[config.mk]
export PLATFORM = sky130hd
export DESIGN_NAME = sat_counter
export DESIGN_NICKNAME = d
export VERILOG_FILES = /design/src/rtl/sat_counter.sv
export SDC_FILE = /design/constraint.sdc
export NUM_CORES = 1
export LEC_CHECK = 0
export ABC_AREA = 0
export CORE_AREA = 2 2 39 41
export DETAILED_ROUTE_END_ITERATION = 10
export DIE_AREA = 0 0 41 43
export DONT_BUFFER_PORTS = 1
export SYNTH_ARGS = -nofsm -noshare
export SYNTH_HDL_FRONTEND = slang
export SYNTH_SLANG_ARGS = --single-unit
[constraint.sdc]
create_clock -name clk -period 2.35 [get_ports clk]
set_input_delay 0.1175 -clock clk [delete_from_list [all_inputs] [get_ports clk]]
set_output_delay 0.1175 -clock clk [all_outputs]
set_load 0.005 [all_outputs]
[src/rtl/sat_counter.sv]
`default_nettype none
// +-----------------------------------------------------------------------+
// | sat_counter: increment-on-strobe counter that sticks at all-ones      |
// | Revision: 1.0                                                         |
// +-----------------------------------------------------------------------+
module sat_counter #(
   parameter int W = 8
) (
   input  logic         clk,
   input  logic         rst,
   input  logic         inc,
   output logic [W-1:0] count
);

   logic [W-1:0] r_count;

   always_ff @(posedge clk) begin
      if (rst) begin
         r_count <= '0;
      end else if (inc && (r_count != '1)) begin
         r_count <= r_count + W'(1);
      end
   end

   assign count = r_count;

endmodule
`default_nettype wire

---- Word-level counts from Yosys, hierarchy flattened ----
Index checks and enable logic that the tools add are counted.
word-level totals
  register bits after elaboration ......... 8
  bits in latches ......................... 0
  RAM bits ................................ 0
  ROM bits ................................ 0
  output and inout port bits .............. 8
  word-level logic and storage cells ...... 4
  memories ................................ 0
operators by class
  add/sub/neg operators ................... 1
  $mul .................................... 0
  div/mod/pow operators ................... 0
  magnitude comparators ................... 0
  equal/unequal tests ..................... 1
  shift-type cells ........................ 0
  multiplexer cells ....................... 0
  bitwise logic cells ..................... 0
  reductions and logical operators ........ 1
operators by type and width
  cell                   count
  $add A8 B1 Y8 const B  1
  $ne A8 B8 Y1 const B   1
  $logic_and A1 B1 Y1    1

---- Longest topological paths before layout ----
  depth in word-level cells ............... 2
  depth in mapped cells ................... 4

---- Least setup slack after synthesis ----
Ideal clock, no wire load.
  path kind ............................... register to register
  start ................................... register r_count[0], in the netlist count[0]
  end ..................................... register r_count[0], in the netlist count[0]
  library setup time ...................... 0.121 ns
  data arrival time ....................... 1.245 ns
  data required time ...................... 2.229 ns
  slack ................................... 0.984 ns
  stages on the path, launching flop included .. 5
  period minus slack after synthesis ...... 1.366 ns
  cell sequence ........................... dfxtp_1 > ha_1 > and3_4 > a21boi_4 > mux2_4
on the way
  cells in the longest elaborated chain, start to end .. 2
ends and longest elaborated chain
  item                                                                   line  source
  start, declared                                                        15    logic [W-1:0] r_count;
  start signal, assigned                                                 21    r_count <= r_count + W'(1);
  parallel branches: the longest is 2 deep, another holds $add A8 B1 Y8  -
Several ways; the timed one is not identified.
A chain may end at the register's enable or synchronous reset.

---- Worst setup path in the final report ----
Same ends and word-level chain as after synthesis.

==> key figures <==
Worst setup path
  • Crit path kind: flip-flop to flip-flop
  • RR Endpoint: count[0]
  • Worst Path Required: around 2.5 ns
  • R2r setup slk: approximately 0.90 ns
  • Critical path's largest stage delay: roughly 0.37 ns
  • Startpoint types: flip-flop
  • CP max-delay cell: dfxtp_1
  • Buf+Inv Stages, Crit Path: 0
  • CP Capture Type: flip-flop
  • Arr. time, crit path: approximately 1.6 ns
  • CP Cell Sequence: ha_1, and3_4, a21boi_4, mux2_4
  • Max FO, Critical Path: 6
  • Reg-to-Reg Start: count[0]
  • Top Family by Delay on Critical Path: flip-flops
  • R2R cell count: 4

Synthesis
  • Top-area cell type share of the netlist area: 37.2%
  • Syn Nets: 50
  • Synth top area cells: dfxtp_1 37%, a21oi_1 5.8%, a21boi_4 4.4%, nand2_1 4.4%, and4_1 4.1%
  • EDFF count, synth: 0
  • Avg Synthesized Cell Area: roughly 9.4 sq um
  • Synthesized instance count: 46
  • Syn Std Cell Area: roughly 430 sq um
  • Yosys cell types: 25
  • Top cell type by total area after synthesis: dfxtp_1
  • Synth Flop Type: dfxtp_1
  • Yosys warns: 0
  • Register area share after synthesis: between 30% and 40%
  • Register bit total from synthesis: 8
  • Post-synth ARST share: 0%

Job
  • Max_cap viols: 0

GRT
  • Pin count of the biggest net entering global routing: 9
  • Vias in the first global route: between 300 and 400
  • Congestion Overflow GR: 0
  • First-pass GRT wire length: 1380 um
  • Gr usage total: 11.5%
  • Initial antenna violation count: 0

Place
  • Buffers on Ports: 0
  • Dpl hpwl: roughly 640 um
  • Gpl congestion: slightly below 0.7

Die
  • Row count: 14
  • Chip Width: just over 40 um
  • Die area: approximately 0.0018 sq mm
  • Core area: 0.00138 sq mm
  • I/O Pins: 11
  • DIE HEIGHT: 43 um
  • Starting density of the core: a little under a third

Detailed routing
  • Metal2 WL: between 400 and 500 um
  • Wl on met1: around 400 um
  • Post-route ant nets: 0
  • Wirelength per Cell: between 10 and 15 um
  • Top Metal Used: met3
  • Met3 WL: 38 um
  • Post-Route WL: between 800 and 900 um
  • Via density per instance: 5.69
  • Drc violations: 0
  • Vias: 370
  • Initial drt markers: 6
  • DRT Pass-1 Iters: 2

Layout
  • Final layout net count: 55
  • Layout cell share with drive strength beyond 1: between 15 and 20%
  • Most common cell after layout, fill and taps aside: dfxtp_1
  • FILL cells: between 100 and 150
  • Most frequent cells in the layout: 8 x dfxtp_1, 5 x a21oi_1, 5 x nand2_1, 3 x clkbuf_4
  • Diodes inserted: 0
  • Core Util, Final: 34.1%
  • Synth-to-Final Area Change: 9.59%
  • Largest register FFs: 8

STA
  • Setup_tns: 0 ns
  • Minimum clock period after layout: 1.45 ns
  • Clock skew: between 0.003 and 0.004 ns
  • Finish-stage setup viols: 0
  • Final-report max-slew violation count: 0
  • Tcrit/Tclk final: between 60% and 70%
  • Final hold violation count: 0
  • Slew margin rel.: between 80% and 90%
  • RSZ-0062 raised after global routing: no
  • Slew of the pin with the lowest slew margin: between 0.2 and 0.3 ns
  • Fmax: a little under 700 MHz

CTS
  • Root Driver: clkbuf_4
  • CTS Hold Bufs: 1
  • Clock latency on the worst-skew pair: ~0.25 ns
  • CTS tree: done
  • Num Clock Sinks: 8
  • Clock buffer depth: 2
  • Post-CTS setup buffer count: 0
  • Worst-path clk slew: about 0.06 ns
  • PostCTS Resize Cnt: 0
  • H-tree lvl count: 1
  • Number of CTS-inserted buffers: 3

Power
  • Sequential group share of total power: 54.8%
  • Clock power share: about two fifths
  • Switching part of the total: roughly 22%
  • Pint: roughly 0.00021 W
  • PwrDens: around 560 mW/mm^2
  • NetSw: between 0.00005 and 0.00006 W
  • Leakage: around 0.17 nW
  • Gate power share: 5.9%
  • Max VDD drop: 141 uV

Hold path
  • Hold crit path type: primary input to flip-flop
  • Hold EP: count[3]
  • Hold Path Depth: 2
  • HP Start: rst

Run status
  • Status: finished clean
==> routing by layer <==
| layer | track usage (%) | up-vias |
|---|---|---|
| li1 | - | 185 |
| met1 | 13.5 | 176 |
| met2 | 17.8 | 9 |
| met3 | 3.66 | 0 |
| met4 | 6.00 | 0 |
| met5 | 0 | - |
==> stage by stage <==
stage                     power [W]  area, sq um  std cells  worst slack [ns]  hold slack, ns
after floorplan            0.000158          430         46             0.984           0.190
after global placement     0.000161          439         61             0.919           0.192
after detailed placement   0.000162          439         61             0.905           0.193
after CTS                  0.000269          472         65             0.895          0.0310
after global routing       0.000279          472         65             0.853          0.0297
final                      0.000264          472         65             0.900          0.0404
==> worst max path at each step <==
stage	startpoint	to	depth (start not counted)
global placement	count[0]	count[0]	4
global route	count[0]	count[0]	4
floorplan	count[0]	count[0]	4
detailed placement	count[0]	count[0]	4
finish	count[0]	count[0]	4
CTS	count[0]	count[0]	4
==> layout make-up <==
class | instances | area, sq um | area share, %
inverter | 1 | 3.75 | 0.796
tap | 16 | 20.0 | 4.24
timing repair buffer | 1 | 10.0 | 2.12
multi-input combinational | 36 | 255 | 54.1
clock buffer | 3 | 22.5 | 4.77
sequential | 8 | 160 | 34.0
==> cells in the mapped netlist (all sizes together), types with 2 or more instances <==
cell type  instances
a21boi             2
o21bai             2
nand3              2
a21oi              5
and4               2
nor3               2
nand2              5
a211oi             2
dfxtp              8
nand4              2
==> power groups by stage <==
stage          clock network, W  logic (W)  registers, W
3_5_place_dp                  0  0.0000137      0.000148
3_3_place_gp                  0  0.0000134      0.000147
5_1_grt                0.000116  0.0000176      0.000146
2_1_floorplan                 0  0.0000119      0.000146
6_report               0.000104  0.0000155      0.000145
4_1_cts                0.000109  0.0000157      0.000145
==> logic make-up (layout without fill, tap and decap cells) <==
family	Yosys count	after routing	synth area share [%]
flops	8	8	37.2
simple gates	18	18	24.7
compound gates	15	15	25.9
buf+inv	2	5	3.49
fa+ha+maj	1	1	2.91
mux	2	2	5.81
Power figures use the tool's default switching activity.
